File: config.mk
export PLATFORM = sky130hd
export DESIGN_NAME = sprite_mover
export DESIGN_NICKNAME = d
export VERILOG_FILES = /design/src/rtl/sprite_mover.sv
export SDC_FILE = /design/constraint.sdc
export NUM_CORES = 1
export LEC_CHECK = 0
export CORE_UTILIZATION = 57
export CTS_BUF_LIST = sky130_fd_sc_hd__clkbuf_4
export DETAILED_ROUTE_END_ITERATION = 10
export PLACE_DENSITY = 0.8
export SETUP_SLACK_MARGIN = 0.2
export SYNTH_ARGS = -nofsm -noshare
export SYNTH_HDL_FRONTEND = slang
export SYNTH_HIERARCHICAL = 1
export SYNTH_SLANG_ARGS = --single-unit
File: constraint.sdc
create_clock -name clock -period 1.8 [get_ports clock]
set_input_delay 0.45 -clock clock [delete_from_list [all_inputs] [get_ports clock]]
set_output_delay 0.45 -clock clock [all_outputs]
set_load 0.005 [all_outputs]
File: src/rtl/sprite_mover.sv
// -----------------------------------------------------------------------------
// sprite_mover
//   Upstream stage of the VGA graphic block. Four raw push-buttons are
//   synchronised and debounced, then the sprite top-left corner (pos_x, pos_y)
//   is stepped once per accepted frame_tick. The graphic stage draws a 9x9
//   sprite from pos..pos+8, so the legal corner range is [MIN, MAX] per axis.
//
//   Optional feature: define SPRITE_WRAP_EN to make the sprite wrap around the
//   screen edges instead of saturating against them.
//
// Ports
//   clock       in   system clock, all logic on posedge
//   reset       in   synchronous, active-high reset
//   frame_tick  in   one-cycle pulse per frame, synchronous to clock
//   btn_up      in   raw async button, y -= STEP
//   btn_down    in   raw async button, y += STEP
//   btn_left    in   raw async button, x -= STEP
//   btn_right   in   raw async button, x += STEP
//   pos_x       out  registered sprite x (top-left corner)
//   pos_y       out  registered sprite y (top-left corner)
//   pos_valid   out  one-cycle pulse when pos_x/pos_y have just been updated
// -----------------------------------------------------------------------------

// Per-button front end: 2-FF synchroniser followed by a stability debouncer.
module sprite_btn_filter #(
   parameter int DEBOUNCE_CNT = 500000
) (
   input  logic clock,
   input  logic reset,
   input  logic btn_raw,
   output logic btn_db
);
   localparam int CW = (DEBOUNCE_CNT > 1) ? $clog2(DEBOUNCE_CNT) : 1;
   localparam logic [CW-1:0] CNT_LAST = CW'(DEBOUNCE_CNT - 1);

   logic          sync1, sync2;
   logic [CW-1:0] cnt;

   always_ff @(posedge clock) begin
      if (reset) begin
         sync1 <= 1'b0;
         sync2 <= 1'b0;
      end else begin
         sync1 <= btn_raw;
         sync2 <= sync1;
      end
   end

   // The counter measures how long the synced input has disagreed with the
   // accepted level; any agreement restarts the measurement, so only a change
   // held for DEBOUNCE_CNT consecutive cycles is accepted.
   always_ff @(posedge clock) begin
      if (reset) begin
         cnt    <= '0;
         btn_db <= 1'b0;
      end else if (sync2 == btn_db) begin
         cnt    <= '0;
      end else if (cnt == CNT_LAST) begin
         cnt    <= '0;
         btn_db <= sync2;
      end else begin
         cnt    <= cnt + 1'b1;
      end
   end
endmodule

module sprite_mover #(
   parameter int DEBOUNCE_CNT = 500000,
   parameter int STEP         = 2,
   parameter int X_MIN        = 145,
   parameter int X_MAX        = 775,
   parameter int Y_MIN        = 36,
   parameter int Y_MAX        = 506,
   parameter int X_INIT       = 460,
   parameter int Y_INIT       = 271
) (
   input  logic       clock,
   input  logic       reset,
   input  logic       frame_tick,
   input  logic       btn_up,
   input  logic       btn_down,
   input  logic       btn_left,
   input  logic       btn_right,
   output logic [9:0] pos_x,
   output logic [9:0] pos_y,
   output logic       pos_valid
);
`ifdef SPRITE_WRAP_EN
   localparam bit WRAP = 1'b1;
`else
   localparam bit WRAP = 1'b0;
`endif

   localparam int NUM_BTN = 4;
   // Button lane order: [0]=up, [1]=down, [2]=left, [3]=right
   localparam int B_UP    = 0;
   localparam int B_DOWN  = 1;
   localparam int B_LEFT  = 2;
   localparam int B_RIGHT = 3;

   localparam logic [10:0] STEP11  = 11'(STEP);
   localparam logic [10:0] XMIN11  = 11'(X_MIN);
   localparam logic [10:0] XMAX11  = 11'(X_MAX);
   localparam logic [10:0] YMIN11  = 11'(Y_MIN);
   localparam logic [10:0] YMAX11  = 11'(Y_MAX);

   typedef enum logic [1:0] {
      S_WAIT    = 2'd0,
      S_MOVE_X  = 2'd1,
      S_MOVE_Y  = 2'd2,
      S_PUBLISH = 2'd3
   } state_t;

   state_t               state, state_nx;
   logic [NUM_BTN-1:0]   btn_raw, btn_db, dir;
   logic [9:0]           wx, wy;
   logic                 latch_dir, calc_x, calc_y, publish;

   assign btn_raw = {btn_right, btn_left, btn_down, btn_up};

   // ---------------------------------------------------------------- buttons
   genvar g;
   generate
      for (g = 0; g < NUM_BTN; g++) begin : g_btn
         sprite_btn_filter #(.DEBOUNCE_CNT(DEBOUNCE_CNT)) u_filt (
            .clock   (clock),
            .reset   (reset),
            .btn_raw (btn_raw[g]),
            .btn_db  (btn_db[g])
         );
      end
   endgenerate

   // One axis step. Opposing buttons cancel. The comparisons are arranged so
   // that no intermediate underflows: v > MAX-STEP instead of v+STEP > MAX and
   // v < MIN+STEP instead of v-STEP < MIN. On an edge hit the result is either
   // the same edge (clamp) or the opposite edge (wrap, remainder dropped).
   function automatic logic [9:0] step_axis(input logic [9:0]  v,
                                            input logic        neg,
                                            input logic        pos,
                                            input logic [10:0] vmin,
                                            input logic [10:0] vmax);
      logic [10:0] v11;
      logic [10:0] r;
      v11 = {1'b0, v};
      r   = v11;
      if (pos && !neg) begin
         if (v11 > vmax - STEP11) r = WRAP ? vmin : vmax;
         else                     r = v11 + STEP11;
      end else if (neg && !pos) begin
         if (v11 < vmin + STEP11) r = WRAP ? vmax : vmin;
         else                     r = v11 - STEP11;
      end
      return r[9:0];
   endfunction

   // ---------------------------------------------------------------- FSM
   always_ff @(posedge clock) begin
      if (reset) state <= S_WAIT;
      else       state <= state_nx;
   end

   always_comb begin
      state_nx  = state;
      latch_dir = 1'b0;
      calc_x    = 1'b0;
      calc_y    = 1'b0;
      publish   = 1'b0;
      case (state)
         S_WAIT: begin
            if (frame_tick) begin
               latch_dir = 1'b1;
               state_nx  = S_MOVE_X;
            end
         end
         S_MOVE_X: begin
            calc_x   = 1'b1;
            state_nx = S_MOVE_Y;
         end
         S_MOVE_Y: begin
            calc_y   = 1'b1;
            state_nx = S_PUBLISH;
         end
         S_PUBLISH: begin
            publish  = 1'b1;
            state_nx = S_WAIT;
         end
         default: state_nx = S_WAIT;
      endcase
   end

   // ---------------------------------------------------------------- datapath
   // Directions are frozen at the tick so button activity during the update
   // cannot tear the move between the two axes.
   always_ff @(posedge clock) begin
      if (reset) begin
         dir       <= '0;
         wx        <= 10'(X_INIT);
         wy        <= 10'(Y_INIT);
         pos_x     <= 10'(X_INIT);
         pos_y     <= 10'(Y_INIT);
         pos_valid <= 1'b0;
      end else begin
         pos_valid <= publish;
         if (latch_dir) dir <= btn_db;
         if (calc_x)
            wx <= step_axis(pos_x, dir[B_LEFT], dir[B_RIGHT], XMIN11, XMAX11);
         if (calc_y)
            wy <= step_axis(pos_y, dir[B_UP], dir[B_DOWN], YMIN11, YMAX11);
         if (publish) begin
            pos_x <= wx;
            pos_y <= wy;
         end
      end
   end
endmodule

==> qor_table.md, run 1 <==
| Item | Reported | Unit |
|:---|:---|:---|
| P_sw | 0.00212 | W |
| Area added between synthesis and finish | 38.4 | % |
| Hold Startpoint | reset | - |
| Beginning of the critical path | g_btn[0].u_filt/cnt[12]$_SDFF_PP0_ | - |
| CP bufs+invs | 0 | - |
| Highest cell delay on the worst timing path | 0.52 | ns |
| Initial antenna violation count | 1 | - |
| Yosys top cell by area | sky130_fd_sc_hd__dfxtp_1 | - |
| Transition at the pin with the smallest max-transition slack | 0.515 | ns |
| Antenna violation net count after detailed routing | 0 | - |
| Die outline height | 110 | um |
| Cell at the root of the clock tree | sky130_fd_sc_hd__clkbuf_4 | - |
| Level count of the clock H-tree | 4 | - |
| Mean routed wirelength per cell | 21.2 | um |
| Internal portion of total power | 0.00455 | W |
| Layout cell share with drive strength beyond 1 | 36.4 | % |
| Clock Skew | 0.0200 | ns |
| Diodes inserted | 0 | - |
| Class of the most critical hold timing path | input pin to flop | - |
| Post-synthesis async set-or-reset flop share | 0 | % |
| Final worst path period need | 2.08 | ns |
| Final std cell area, no fill | 9270 | sq um |
| Die boundary width | 110 | um |
| Vias | 7,144 | - |
| Area of combinational cells with multiple inputs | 4290 | sq um |
| Clock Sinks | 135 | - |
| Count of cell types in the netlist | 58 | - |
| Clock Latency Late Sink | 0.57 | ns |
| Initial core utilization | 58.7 | % |
| Met2 Wirelength | 11.1 | mm |
| Remaining DRCs | 0 | - |
| Core area | 11,400 | sq um |
| Mapped Nets | 788 | - |
| Wire length of the first global-routing pass | 31.8 | mm |
| TritonCTS clock tree | yes | - |
| Total of flip-flops plus latches after synthesis | 135 | - |
| PwrDens | 719 | nW/um^2 |
| Portion of synthesized cell area occupied by the leading cell type | 40.3 | % |
| GR Overflow Total | 0 | - |
| Worst path top cell family by delay | simple AND/OR/NAND/NOR gates | - |
| Arr. time, crit path | 2.57 | ns |
| Critical R2R Launch | g_btn[0].u_filt/cnt[12]$_SDFF_PP0_ | - |
| Unrepaired setup endpoints after global routing | true | - |
| Nets@finish | 957 | - |
| Maximum vdd drop | 570 | uV |
| Number of max-cap violations | 0 | - |
| Post-route fraction of the period consumed by the critical path | 115 | % |
| Critical Path Source Type | flop | - |
| Clk pwr share | 27.3 | % |
| Total Routed Length | 23.2 | mm |
| Post-DP HPWL | 11.1 | mm |
| Count of synthesis-stage warnings from yosys | 6 | - |
| Critical Path Sink Type | flop | - |
| Quantity of hold-fixing buffers added after cts | 0 | - |
| Part of the power in registers | 48.8 | % |
| Filler Cell Count | 610 | - |
| Number of placed I/O pins | 28 | - |
| Number of buffers created by CTS | 17 | - |
| Fraction of power spent switching nets | 31.8 | % |
| Synthesized netlist cell count | 768 | - |
| Critical path class | flop to flop | - |
| Cell Rows | 39 | - |
| Via count of the first global-routing pass | 6,617 | - |
| Uppermost metal layer occupied by signal nets | met4 | - |
| Average vias per placed instance | 6.54 | - |
| Count of endpoints failing setup in the final report | 89 | - |
| Die area | 12,200 | sq um |
| Total cell area at the placement stage | 7800 | sq um |
| Proportion of synthesized chip area in sequential cells | 40.3 | % |
| Average instance area after synthesis | 8.72 | sq um |
| Minimum setup slack in the final design | -0.276 | ns |
| Result of the run | finished, violations left | - |
| Static Leakage | 3.24 | nW |
| Worst rel slew slack | 65.7 | % |
| Largest net degree at the start of global routing | 21 | - |
| Post-synth EDFFs | 0 | - |
| PortBufs | 27 | - |
| Slowest stage cell, crit path | sky130_fd_sc_hd__or4_1 | - |
| Final weighted congestion in routability-driven placement | 0.919 | - |
| Total met3 wirelength after detailed routing | 2.20 | mm |
| Final hold violations | 0 | - |
| Main area contributors after synthesis | sky130_fd_sc_hd__dfxtp_1, sky130_fd_sc_hd__xnor2_1, sky130_fd_sc_hd__nor2_1 | - |
| Final slew viol count | 0 | - |
| Peak Freq | 0.482 | GHz |
| Most used flip-flop cell after synthesis | sky130_fd_sc_hd__dfxtp_1 | - |
| Required arrival time at the worst endpoint | 2.29 | ns |
| Maximum buffer depth of the clock tree | 2 | - |
| Initial DRC count | 793 | - |
| Number of detailed-route iterations in the first pass | 7 | - |
| Global-route usage over all layers | 31.8 | % |
| Reg clk slew, reported paths | 0.12 | ns |
| Met1 Routed Length | 8.42 | mm |
| CP cell instances | or4_1 > or4_4 > or4b_1 > o21ai_1 | - |
| Violations in the final reports | negative setup slack | - |
| Logic gate share of total power | 23.9 | % |
| Pre-CTS WS | -0.207 | ns |
| Summed instance area of the synthesized netlist | 6700 | sq um |
| Largest fanout on the critical path | 2 | - |
| FF/Latch Area | 2780 | sq um |
registers in the layout (all words and copies together), names as in the netlist:
signal and cells:
g_btn.u_filt/sync1 4, g_btn.u_filt/sync2 4, wx 10, pos_x 10, wy 10, dir 4
state 2, pos_y 10, g_btn.u_filt/btn_db 4, g_btn.u_filt/cnt 76, pos_valid 1
synth_stat cells, types with 11 or more instances:
master                     count
sky130_fd_sc_hd__nand2_1      42
sky130_fd_sc_hd__nand2b_1     12
sky130_fd_sc_hd__xnor2_1      48
sky130_fd_sc_hd__a21oi_1      29
sky130_fd_sc_hd__inv_1        21
sky130_fd_sc_hd__nor3_1       25
sky130_fd_sc_hd__mux2i_1      21
sky130_fd_sc_hd__clkbuf_1     19
sky130_fd_sc_hd__ha_1         13
sky130_fd_sc_hd__nor2b_1      13
sky130_fd_sc_hd__nor2_1      103
sky130_fd_sc_hd__nand3_1      48
sky130_fd_sc_hd__dfxtp_1     135
sky130_fd_sc_hd__xor2_1       29
sky130_fd_sc_hd__and2_1       11
sky130_fd_sc_hd__o21ai_0      13
sky130_fd_sc_hd__nand4_1      30
per-layer routing:
layer  vias to the layer above  global-route usage (%)
met5                         -                       0
met4                         0                    15.5
met3                       172                    8.56
met2                       518                    53.6
met1                      3358                    37.3
li1                       3096                       -
final timing paths:
check,endpoint,slack (ns),cells after the start
max,g_btn[0].u_filt/btn_db$_SDFFE_PP0P_,-0.28,4
min reg2reg,g_btn[1].u_filt/sync2$_SDFF_PP0_,0.45,1
min,dir[0]$_SDFFE_PP0P_,0.33,2
max reg2reg,g_btn[0].u_filt/btn_db$_SDFFE_PP0P_,-0.28,4
power groups by stage:
stage	Clock (W)	Sequential, W	Combinational [W]
2_1_floorplan	0	0.00329	0.000648
3_3_place_gp	0	0.00331	0.000931
3_5_place_dp	0	0.00332	0.000978
4_1_cts	0.00181	0.00323	0.00123
5_1_grt	0.00196	0.00327	0.00164
6_report	0.00182	0.00326	0.00159
worst reg2reg max path: cells and delay by family, from the launching register on:
family          cells  cell delay [ns]
simple gates        3             1.53
flops               1             0.34
compound gates      1             0.13
repair_timing:
action                                  CTS  global route
setup buffers                            51            14
gates resized for setup                 194            76
pin swaps                                35            23
endpoints found under the setup margin  121           118
gates cloned                              2             0
through the flow:
step | power (W) | TNS [ns] | cells | utilization, % | hold WS, ns
after floorplan | 0.00394 | -4.14 | 768 | - | 0.414
after global placement | 0.00424 | -2.48 | 994 | 68.3 | 0.427
after global routing | 0.00686 | -15.65 | 1093 | 81.2 | 0.267
final | 0.00667 | -12.41 | 1093 | 81.2 | 0.330
after CTS | 0.00627 | -8.14 | 1079 | 77.4 | 0.268
after detailed placement | 0.00430 | -5.66 | 994 | 68.3 | 0.434
cells by family after synthesis:
| logic type | Yosys count | synth area share, % |
|---|---|---|
| and+or+nand+nor | 364 | 29.3 |
| DFF | 135 | 40.3 |
| AOI/OAI and AO/OA | 105 | 11.2 |
| xor gates and xnor gates | 77 | 10.1 |
| buffers and inverters | 51 | 3.16 |
| muxes | 23 | 3.47 |
| adders and majority gates | 13 | 2.43 |
cells in the final DEF (no fill, tap or decap), drive strengths merged, types with 22 or more instances in the layout:
cell	n
a21oi	30
buf	168
clkbuf	24
dfxtp	135
nand2	42
nand3	48
nand4	30
nor2	104
nor3	25
o21ai	22
xnor2	48
xor2	29
area by class of cell:
cell class              count  share of cell area, %
flip-flops and latches    135                   30.0
well taps                 143                   1.93
clock buffers              21                   1.70
inverters                  21                  0.999
repair buffers            180                   18.2
multi-input cells         582                   46.2
clock inverters            11                  0.904
No activity file was read; power rests on OpenSTA's default activity.
==> run 2, diff against run 1 <==
CORE_ASPECT_RATIO = 0.8   (was default)
SLEW_MARGIN = 20   (was default)
==> run 2 against run 1 <==
  * The run still ends with negative setup slack left
  * Final cell count rose by 0.37%
  * Clock power increased by 19%
  * Global-route usage rose by 1.1 points
  * Critical endpoint is now g_btn[0].u_filt/cnt[13]$_SDFF_PP0_
  * Largest cell class unchanged
  * Highest routed layer unchanged
==> qor_table.md, run 2 (synthesis results as in run 1) <==
| Item | Reported | Unit |
|:---|:---|:---|
| Result of the run | finished, violations left | - |
| Violations in the final reports | negative setup slack | - |
| Required arrival time at the worst endpoint | 2.23 | ns |
| Pre-CTS WS | -0.213 | ns |
| Core area | 11,500 | sq um |
| Remaining DRCs | 0 | - |
| PortBufs | 27 | - |
| Die outline height | 99.0 | um |
| Largest Register | g_btn.u_filt/cnt | - |
| Critical Path Sink Type | flop | - |
| Arr. time, crit path | 2.54 | ns |
| Critical R2R Launch | g_btn[0].u_filt/cnt[18]$_SDFF_PP0_ | - |
| Clock Sinks | 135 | - |
| Number of detailed-route iterations in the first pass | 5 | - |
| Peak Freq | 0.475 | GHz |
| Instance count after placement with tap cells included | 998 | - |
| Most common cell after layout, fill and taps aside | sky130_fd_sc_hd__dfxtp_1 | - |
| Beginning of the critical path | g_btn[0].u_filt/cnt[18]$_SDFF_PP0_ | - |
| Filler Cell Count | 566 | - |
| Final weighted congestion in routability-driven placement | 0.948 | - |
| Cell at the root of the clock tree | sky130_fd_sc_hd__clkbuf_4 | - |
| Nets@finish | 955 | - |
| Number of buffers created by CTS | 17 | - |
| Commonest non-fill, non-tap cells in the layout | sky130_fd_sc_hd__dfxtp_1, sky130_fd_sc_hd__buf_4, sky130_fd_sc_hd__nor2_1 | - |
| Maximum buffer depth of the clock tree | 2 | - |
| GR Overflow Total | 0 | - |
| Post-route fraction of the period consumed by the critical path | 117 | % |
| Initial DRC count | 777 | - |
| Area added between synthesis and finish | 40.5 | % |
| Die boundary width | 123 | um |
| Count of endpoints failing setup in the final report | 88 | - |
| TritonCTS clock tree | yes | - |
| PwrDens | 730 | nW/um^2 |
| Max reg flops | 76 | - |
| Largest fanout on the critical path | 4 | - |
| Slowest stage cell, crit path | sky130_fd_sc_hd__or4_4 | - |
| Static Leakage | 3.32 | nW |
| Minimum setup slack in the final design | -0.304 | ns |
| Maximum vdd drop | 651 | uV |
| Final std cell area, no fill | 9410 | sq um |
| Critical Path Source Type | flop | - |
| Post-DP HPWL | 11.2 | mm |
| Final worst path period need | 2.10 | ns |
| Class of the most critical hold timing path | input pin to flop | - |
| Largest net degree at the start of global routing | 26 | - |
| Total Routed Length | 22.3 | mm |
| Clock Skew | 0.0187 | ns |
| Final slew viol count | 0 | - |
| Transition at the pin with the smallest max-transition slack | 0.483 | ns |
| CP bufs+invs | 2 | - |
| Die area | 12,200 | sq um |
| Worst rel slew slack | 67.8 | % |
| Vias | 6,976 | - |
| Layout cell share with drive strength beyond 1 | 38.3 | % |
| Setup slack of the most critical reg-to-reg path | -0.30 | ns |
| Level count of the clock H-tree | 4 | - |
| Critical path class | flop to flop | - |
| Average vias per placed instance | 6.36 | - |
| Antenna violation net count after detailed routing | 0 | - |
| Initial antenna violation count | 1 | - |
| Final hold violations | 0 | - |
| Quantity of hold-fixing buffers added after cts | 0 | - |
| Highest cell delay on the worst timing path | 0.59 | ns |
| Via count of the first global-routing pass | 6,423 | - |
| Reg clk slew, reported paths | 0.12 | ns |
| Mean routed wirelength per cell | 20.4 | um |
| Hold Startpoint | reset | - |
| Number of max-cap violations | 0 | - |
| Clock Latency Late Sink | 0.56 | ns |
| Final cell count without fillers | 1,097 | - |
| Initial core utilization | 58.4 | % |
| Worst path top cell family by delay | simple AND/OR/NAND/NOR gates | - |
| Setup TNS | -15.38 | ns |
| Cell Rows | 35 | - |
| Global-route usage over all layers | 33.0 | % |
| Total cell area at the placement stage | 7780 | sq um |
| CP cell instances | or3b_2 > or4_4 > o21ai_4 > buf_6 > clkbuf_16 > a21oi_2 | - |
| Wire length of the first global-routing pass | 31.4 | mm |
| Unrepaired setup endpoints after global routing | true | - |
| Number of placed I/O pins | 28 | - |
-- run 2: cell types whose count changed in the layout (fill, tap and decap cells not counted), sizes merged --
cell / previous run / this run
buf: 168 / 160
clkbuf: 24 / 28
clkinv: 7 / 10
clkinvlp: 4 / 1
bufinv: 1 / 3
clkdlybuf4s15: 4 / 2
inv: 20 / 22
diode: 0 / 1
-- run 2: power by group --
group	leakage [nW]	switching [W]	internal, W
sequential	1.10	0.000117	0.00314
clock	0.161	0.00119	0.000968
combinational	2.05	0.000807	0.000647
total	3.32	0.00212	0.00476
-- run 2: what timing repair did --
item,CTS,global route
gates cloned,2,4
setup endpoints to repair,121,121
gates resized for setup,173,109
buffers inserted,47,13
pin swaps,45,41
-- run 2: worst paths after layout --
kind / depth (start not counted) / end
setup / recovery: 6 / g_btn[0].u_filt/cnt[13]$_SDFF_PP0_
hold / removal: 2 / g_btn[0].u_filt/sync2$_SDFF_PP0_
setup reg to reg: 6 / g_btn[0].u_filt/cnt[13]$_SDFF_PP0_
hold reg to reg: 1 / g_btn[1].u_filt/sync2$_SDFF_PP0_
-- run 2: metal layers --
layer | up-vias | global-route usage [%] | share of wire [%]
met1 | 3308 | 40.7 | 39
met3 | 143 | 9.03 | 8.3
li1 | 3085 | - | -
met5 | - | 0 | 0
met2 | 440 | 52.9 | 48
met4 | 0 | 16.0 | 5.0
-- run 2: per-stage QoR --
| step | hold WS (ns) | power (W) | utilization, % |
|---|---|---|---|
| 2_1_floorplan | 0.414 | 0.00394 | - |
| 3_3_place_gp | 0.420 | 0.00424 | 67.8 |
| 3_5_place_dp | 0.432 | 0.00429 | 67.8 |
| 4_1_cts | 0.294 | 0.00660 | 77.0 |
| 5_1_grt | 0.345 | 0.00713 | 82.0 |
| 6_report | 0.347 | 0.00687 | 82.0 |
-- run 2: final cells by class --
class | instances | area [sq um] | share of cell area (%)
Clock inverter | 15 | 180 | 1.91
Timing Repair Buffer | 178 | 1740 | 18.5
Multi-Input combinational cell | 582 | 4320 | 45.9
Inverter | 21 | 88.8 | 0.944
Tap cell | 148 | 185 | 1.97
Sequential cell | 135 | 2770 | 29.4
Clock buffer | 17 | 128 | 1.36
Antenna cell | 1 | 2.50 | 0.0266
